<file path="config.mk">
export PLATFORM = sky130hd
export DESIGN_NAME = inst_fetch_buffer
export DESIGN_NICKNAME = d
export VERILOG_FILES = /design/src/rtl/inst_fetch_buffer.sv
export SDC_FILE = /design/constraint.sdc
export NUM_CORES = 1
export LEC_CHECK = 0
export CAP_MARGIN = 10
export CORE_ASPECT_RATIO = 0.6
export CORE_MARGIN = 4
export CORE_UTILIZATION = 54
export DETAILED_ROUTE_END_ITERATION = 10
export PLACE_DENSITY_LB_ADDON = 0.08
export SETUP_SLACK_MARGIN = 0.02
export SYNTH_ARGS = -nofsm -noshare
export SYNTH_HDL_FRONTEND = slang
export SYNTH_SLANG_ARGS = --single-unit
</file>
<file path="constraint.sdc">
create_clock -name clk -period 4.45 [get_ports clk]
set_clock_uncertainty 0.1 [all_clocks]
set_input_delay 0.6675 -clock clk [delete_from_list [all_inputs] [get_ports clk]]
set_output_delay 0.6675 -clock clk [all_outputs]
set_load 0.005 [all_outputs]
</file>
<file path="src/rtl/inst_fetch_buffer.sv">
// Instruction queue between the instruction fetch port and decode; drops returns that belong to flushed requests.
// Optional build macro INST_BUF_BYPASS_EN forwards a return straight to decode when the queue is empty and decode pops.
module inst_fetch_buffer #(
  parameter int DEPTH   = 4,
  parameter int OST_MAX = 3
) (
  input  logic        clk,
  input  logic        resetn,
  input  logic        flush,
  input  logic        req_accept,
  input  logic        data_ok,
  input  logic [31:0] push_pc,
  input  logic [31:0] push_inst,
  input  logic        push_adel,
  output logic        can_issue,
  input  logic        pop,
  output logic        out_valid,
  output logic [31:0] out_pc,
  output logic [31:0] out_inst,
  output logic        out_adel,
  output logic [5:0]  out_op,
  output logic [4:0]  out_rs,
  output logic [4:0]  out_rt,
  output logic [5:0]  out_funct
);

  localparam int PTR_W = $clog2(DEPTH);
  localparam int CNT_W = PTR_W + 1;
  localparam int OST_W = (OST_MAX < 2) ? 1 : $clog2(OST_MAX + 1);
  localparam int SUM_W = CNT_W + 1;

  typedef struct packed {
    logic [31:0] pc;
    logic [31:0] inst;
    logic        adel;
  } entry_t;

  logic [PTR_W-1:0] rptr_q, rptr_d, wptr_q, wptr_d;
  logic [CNT_W-1:0] count_q, count_d;
  logic [OST_W-1:0] ost_q, ost_d, discard_q, discard_d;
  logic             ovf_err_q, ovf_err_d;
  entry_t           mem_q [DEPTH];

  entry_t     push_entry, out_entry;
  logic       full, stored_valid, accept_ret, bypass_hit;
  logic       pop_en, push_en, ovf, wr_en;
  logic [SUM_W-1:0] occupancy;

  assign push_entry   = '{pc: push_pc, inst: push_adel ? 32'h0 : push_inst, adel: push_adel};
  assign full         = (count_q == CNT_W'(DEPTH));
  assign stored_valid = (count_q != '0);
  // A return is only kept when no flushed request is still owed to us.
  assign accept_ret   = data_ok & ~flush & (discard_q == '0);

`ifdef INST_BUF_BYPASS_EN
  assign bypass_hit = accept_ret & pop & ~stored_valid;
`else
  assign bypass_hit = 1'b0;
`endif

  assign pop_en  = pop & stored_valid & ~flush;
  assign push_en = accept_ret & ~bypass_hit;
  assign ovf     = push_en & full & ~pop_en;
  assign wr_en   = push_en & ~ovf;

  assign occupancy = SUM_W'(count_q) + SUM_W'(ost_q);
  assign can_issue = (occupancy < SUM_W'(DEPTH)) & (ost_q < OST_W'(OST_MAX)) & ~flush;

  always_comb begin
    // NOTE: every variable gets a default first so no path leaves it unassigned (no latch).
    rptr_d    = rptr_q;
    wptr_d    = wptr_q;
    count_d   = count_q;
    discard_d = discard_q;
    ovf_err_d = ovf_err_q | ovf;
    ost_d     = ost_q;

    // Outstanding count never goes below zero; stray returns are not ours to track.
    if (req_accept && !(data_ok && ost_q != '0)) begin
      ost_d = ost_q + 1'b1;
    end else if (!req_accept && data_ok && ost_q != '0) begin
      ost_d = ost_q - 1'b1;
    end

    if (flush) begin
      rptr_d    = '0;
      wptr_d    = '0;
      count_d   = '0;
      discard_d = (data_ok && ost_q != '0) ? ost_q - 1'b1 : ost_q;
    end else begin
      if (wr_en)  wptr_d = wptr_q + 1'b1;
      if (pop_en) rptr_d = rptr_q + 1'b1;
      if (wr_en && !pop_en)      count_d = count_q + 1'b1;
      else if (!wr_en && pop_en) count_d = count_q - 1'b1;
      if (data_ok && discard_q != '0) discard_d = discard_q - 1'b1;
    end
  end

  always_ff @(posedge clk or negedge resetn) begin
    if (!resetn) begin
      rptr_q    <= '0;
      wptr_q    <= '0;
      count_q   <= '0;
      ost_q     <= '0;
      discard_q <= '0;
      ovf_err_q <= 1'b0;
    end else begin
      rptr_q    <= rptr_d;
      wptr_q    <= wptr_d;
      count_q   <= count_d;
      ost_q     <= ost_d;
      discard_q <= discard_d;
      ovf_err_q <= ovf_err_d;
    end
  end

  // NOTE: storage has no reset; count_q gates every read, so stale contents are never visible.
  always_ff @(posedge clk) begin
    if (wr_en) mem_q[wptr_q] <= push_entry;
  end

  always_comb begin
    out_entry = '0;
    if (bypass_hit)        out_entry = push_entry;
    else if (stored_valid) out_entry = mem_q[rptr_q];
  end

  assign out_valid = stored_valid | bypass_hit;
  assign out_pc    = out_entry.pc;
  assign out_inst  = out_entry.inst;
  assign out_adel  = out_entry.adel;
  assign out_op    = out_inst[31:26];
  assign out_rs    = out_inst[25:21];
  assign out_rt    = out_inst[20:16];
  assign out_funct = out_inst[5:0];

endmodule

</file>
==> results_dict.tcl, run 1 <==
set metrics [dict create \
    drive_above_1_share_pct 16.1 \
    start_kind "register" \
    gp_congestion 0.762 \
    final_cell_mix "edfxtp_1, clkdlybuf4s50_1, and2_1, mux4_2, nor2b_1" \
    cts_tree "yes" \
    synth-edff-count 260 \
    portBuffers 159 \
    swShare_pct 26.1 \
    drv_cap 0 \
    cts_sinks 271 \
    comb_power_share_pct 32.2 \
    layout.nets 788 \
    synth_top_area_cell "edfxtp_1" \
    grt_setup_unrepaired "no" \
    clkTransAtPathRegs_ns 0.06 \
    outcome "finished clean" \
    cp.required_ns 3.68 \
    r2r_start "count_q[1]" \
    fillCellCount 1349 \
    r2r_cells 7 \
    yosysUniqueCellTypes 43 \
    switching_power_uw 1970 \
    grt_pass1_wl_mm 32.9 \
    multi_input_area_um2 2620 \
    cts_root_buffer "clkbuf_16" \
    fin_crit_sh_pct 84.7 \
    drv_slew 0 \
    relSlewSlack_pct 42.6 \
    std_cell_rows 40 \
    hp-class "in -> async" \
    drt_first_pass_iters 4 \
    wl_per_cell_um 21.2 \
    ys_ff_latch 271 \
    grt_start_max_net_pins 52 \
    worst_slack_ns 0.681 \
    async_flop_share_pct 4.06 \
    ir_drop_v 0.000293 \
    p_per_area_nw_per_um2 555 \
    dieArea_um2 23000 \
    worstSetupPathType "reg -> out" \
    diodes 0 \
    cts_buffer_depth 3 \
    hold_viol_final 0 \
    core_area_um2 20100 \
    die_x_um 193 \
    power.share.clock_pct 26.8 \
    grt_overflow_total 0 \
    wl_mm 21.2 \
    grt_use_total_pct 18.5 \
    clock_latency_ns 0.51 \
    viasPerCell 5.54 \
    drc 0 \
    setup_viol_count_final 0 \
    r2r-end "count_q[2]" \
    critPathMaxFanout 34 \
    numCtsBuffers 25 \
    drtIter0Drc 490 \
    syn-num-nets 646 \
    grt_pass1_vias 5872 \
    ys_seq_area_share_pct 72.8 \
    synth_top_area_share_pct 70.3 \
    postCtsHoldBufs 0 \
    cts_resized 0 \
    post_cts_buffers 0 \
    p_seq_share_pct 41.0 \
    p_leak_uw 0.00437 \
    total_power_uw 7540 \
    fin_crit_ns 3.77 \
    fmax_mhz 265 \
    area_delta_synth_final_pct 22.4 \
    ys.flop_type "edfxtp_1" \
    intPower_uw 5580 \
    post-dp-hpwl_mm 12.7 \
    synth_cells 566 \
    ant_nets 0 \
    htreeDepth 1 \
    setup_tns_ns 0 \
    antenna_found_initial 1 \
    num_vias 5536 \
    reg2reg_slack_ns 1.53 \
    syn_area_um2 11100 \
    start_util_pct 55.2 \
    worst_slew_pin_slew_ns 0.861 \
    final_common_cell "edfxtp_1" \
    crit_path_end_kind "output pin" \
    dieHeight_um 119 \
    arrival_ns 3.00 \
    pin_count 160 \
    synth_area_leaders "edfxtp_1, mux4_2, and2_1" \
    syn_area_per_cell_um2 19.6 \
    seq_area_um2 8090 \
    synth_warnings 0 \
    pre_cts_ws_ns 0.796 \
]
==> critical path, stage by stage, from the launching register on <==
cell,delay (ns)
dfrtp_4,0.92
buf_4,0.38
mux4_2,0.54
and2_1,0.19
clkdlybuf4s50_1,0.44
==> metal layers <==
metal / routed length, µm / share of wire [%] / global-route usage [%]
met4: 234 / 1.1 / 2.56
met3: 1590 / 7.5 / 4.19
met2: 10200 / 48 / 29.8
met5: 13 / 0.061 / 0
met1: 9180 / 43 / 27.1
==> flip-flops by register name (all words and copies together), names as in the netlist <==
signal,flops
ost_q,2
wptr_q,2
discard_q,2
mem_q,260
rptr_q,2
count_q,3
==> power groups by stage <==
stage	combinational, µW	sequential (µW)	clock (µW)
4_1_cts	2490	3100	2060
6_report	2430	3090	2020
3_5_place_dp	2470	3150	0
2_1_floorplan	1500	3010	0
3_3_place_gp	2430	3140	0
5_1_grt	2640	3120	2190
==> worst max path at each step <==
stage,from,endpoint,slack [ns],cells after the start
5_1_grt,rptr_q[0],out_inst[18],0.44,4
6_report,rptr_q[0],out_rt[2],0.68,4
3_3_place_gp,pop,count_q[2],1.06,8
4_1_cts,rptr_q[0],out_inst[18],0.61,4
3_5_place_dp,pop,count_q[2],0.80,8
2_1_floorplan,data_ok,mem_q[0][0],1.10,4
==> cells in the mapped netlist, types with 2 or more instances <==
master    instances
a21oi_1           3
a31oi_1           2
and2_1           70
buf_12            4
buf_2            12
buf_4            23
clkbuf_1         15
dfrtp_1          11
edfxtp_1        260
ha_1              8
inv_1             8
mux2i_1           3
mux4_2           65
nand2_1           3
nand3b_1          2
nor2_1            8
nor2b_1          35
o21ai_0           2
or3_1             2
or4_1             2
xnor2_1           5
xor2_1            2
==> cell families (layout without fill, tap and decap cells) <==
| family | count (synthesis) | count (layout) | share of synthesized area (%) |
|---|---|---|---|
| mux | 69 | 69 | 13.6 |
| simple gates | 128 | 128 | 7.01 |
| compound gates | 19 | 19 | 1.27 |
| fa+ha+maj | 9 | 9 | 1.08 |
| buf+inv | 63 | 223 | 3.70 |
| flops | 271 | 271 | 72.8 |
| xor+xnor | 7 | 7 | 0.552 |
==> stage by stage <==
| stage | instance area (µm²) | util (%) | hold WS [ns] | instances |
|---|---|---|---|---|
| global route | 13600 | 67.5 | 0.422 | 999 |
| finish | 13600 | 67.5 | 0.400 | 999 |
| detailed placement | 12800 | 63.7 | 0.472 | 954 |
| floorplan | 11100 | - | 0.272 | 566 |
| global placement | 12800 | 63.7 | 0.474 | 954 |
| CTS | 13600 | 67.5 | 0.416 | 999 |
==> final cells by class <==
cell class                 count  area share (%)
clock buffer                  36            4.98
clock inverter                 9           0.672
inverter                       8           0.221
multi-input combinational    232            19.3
sequential                   271            59.5
tap                          273            2.51
timing repair buffer         170            12.8
Note: power is estimated with default switching activity, not from simulation.
==> run 2: changes to the inputs <==
- clock period: 4.45 -> 3.9 ns (I/O delays scaled with it)
==> run 2 against run 1 <==
Net effect:
- combinational power grew 19%
- register-to-register slack lost 0.67 ns
- non-clock buffer count grew 1
- total power grew 13%
- sequential power grew 11%
- via count grew 0.70%
- worst hold slack lost 0.089 ns
- largest power group unchanged
- highest routed layer unchanged
==> results_dict.tcl, run 2 (synthesis results as in run 1) <==
set metrics [dict create \
    dieArea_um2 23000 \
    post-dp-hpwl_mm 13.2 \
    setup_tns_ns 0 \
    cp.required_ns 3.21 \
    postCtsHoldBufs 0 \
    cts_tree "yes" \
    portBuffers 159 \
    cts_resized 0 \
    critPathSlowestCell "or3_2" \
    start_util_pct 55.2 \
    layout.nets 789 \
    ant_nets 0 \
    fmax_mhz 282 \
    outcome "finished clean" \
    clkTransAtPathRegs_ns 0.07 \
    area_delta_synth_final_pct 22.7 \
    diodes 0 \
    final_util_pct 67.7 \
    start_kind "register" \
    viasPerCell 5.60 \
    grt_setup_unrepaired "no" \
    crit_chain "or3_2 -> buf_12 -> and2_1 -> clkdlybuf4s50_1" \
    die_x_um 193 \
    ir_drop_v 0.000315 \
    critPathMaxFanout 34 \
    grt_use_total_pct 18.8 \
    fin_crit_sh_pct 90.9 \
    final_cell_mix "edfxtp_1, clkdlybuf4s50_1, and2_1, mux4_2, nor2b_1" \
    wl_per_cell_um 21.6 \
    num_vias 5575 \
    std_cell_rows 40 \
    drv_slew 0 \
    gp_congestion 0.799 \
    r2r_start "count_q[1]" \
    antenna_found_initial 1 \
    arrival_ns 2.86 \
    final_common_cell "edfxtp_1" \
    setup_viol_count_final 0 \
    grt_overflow_total 0 \
    numCtsBuffers 25 \
    post_cts_buffers 0 \
    seq_area_um2 8090 \
    crit_buf_inv 2 \
    drtIter0Drc 378 \
    worst_slew_pin_slew_ns 0.863 \
    wl_mm 21.5 \
    clock_latency_ns 0.51 \
    largest_reg_flops 260 \
    htreeDepth 1 \
    grt_pass1_vias 5853 \
    multi_input_area_um2 2620 \
    drive_above_1_share_pct 16.2 \
    fin_crit_ns 3.55 \
    crit_start "count_q[1]" \
    pin_count 160 \
    fillCellCount 1363 \
    drt_first_pass_iters 5 \
    cts_buffer_depth 3 \
    grt_start_max_net_pins 51 \
    drc 0 \
    cts_root_buffer "clkbuf_16" \
    cpLargestDelayFamily "simple AND/OR/NAND/NOR gates" \
    top_register "mem_q" \
    worstSetupPathType "reg -> out" \
    drv_cap 0 \
    top_regs "mem_q x260, count_q x3" \
    hp-class "in -> async" \
    dieHeight_um 119 \
    core_area_um2 20100 \
    relSlewSlack_pct 42.5 \
    p_per_area_nw_per_um2 627 \
    crit_path_end_kind "output pin" \
    cts_sinks 271 \
    p_leak_uw 0.00437 \
    hold_viol_final 0 \
    grt_pass1_wl_mm 33.3 \
    max_stage_delay_ns 0.86 \
]
run 2: changes by cell type in the layout (fill, tap and decap cells not counted), sizes merged:
| cell | previous run | this run |
|---|---|---|
| buf | 12 | 13 |
| bufinv | 2 | 0 |
| clkinv | 7 | 5 |
run 2: stage by stage:
step / instances / cell area, µm² / total power (µW) / worst slack, ns / hold WS [ns]
6_report: 996 / 13600 / 8540 / 0.353 / 0.311
5_1_grt: 996 / 13600 / 8970 / 0.243 / 0.347
4_1_cts: 996 / 13600 / 8650 / 0.335 / 0.310
3_5_place_dp: 955 / 12900 / 6420 / 0.289 / 0.479
3_3_place_gp: 955 / 12900 / 6390 / 0.578 / 0.463
2_1_floorplan: 566 / 11100 / 5150 / 0.634 / 0.189
run 2: final timing paths:
check,slack [ns],depth (start not counted),to
setup / recovery,0.35,4,out_pc[0]
hold / removal,0.31,1,count_q[0]
setup reg to reg,0.86,7,count_q[2]
hold reg to reg,0.49,1,ost_q[0]
max in group asynchronous,3.01,1,rptr_q[0]
min in group clk,0.49,1,ost_q[0]
run 2: cell type report:
type,instances,share of cell area [%]
Clock buffer,36,5.27
Clock inverter,5,0.147
Inverter,8,0.221
Multi-Input combinational cell,232,19.2
Sequential cell,271,59.4
Tap cell,273,2.51
Timing Repair Buffer,171,13.2
run 2: power by group:
part | switching, µW | leakage [µW] | internal [µW]
clock network | 955 | 0.000361 | 1260
registers | 94.7 | 0.00250 | 3340
logic | 1170 | 0.00151 | 1720
total | 2220 | 0.00437 | 6320
run 2: per-layer routing:
metal  global-route usage, %  part of all wire, %  vias to the layer above
li1                        -                    -                     2480
met1                    27.6                   44                     2884
met2                    30.0                   47                      183
met3                    4.19                  6.7                       26
met4                    3.14                  1.5                        2
met5                       0                0.033                        -
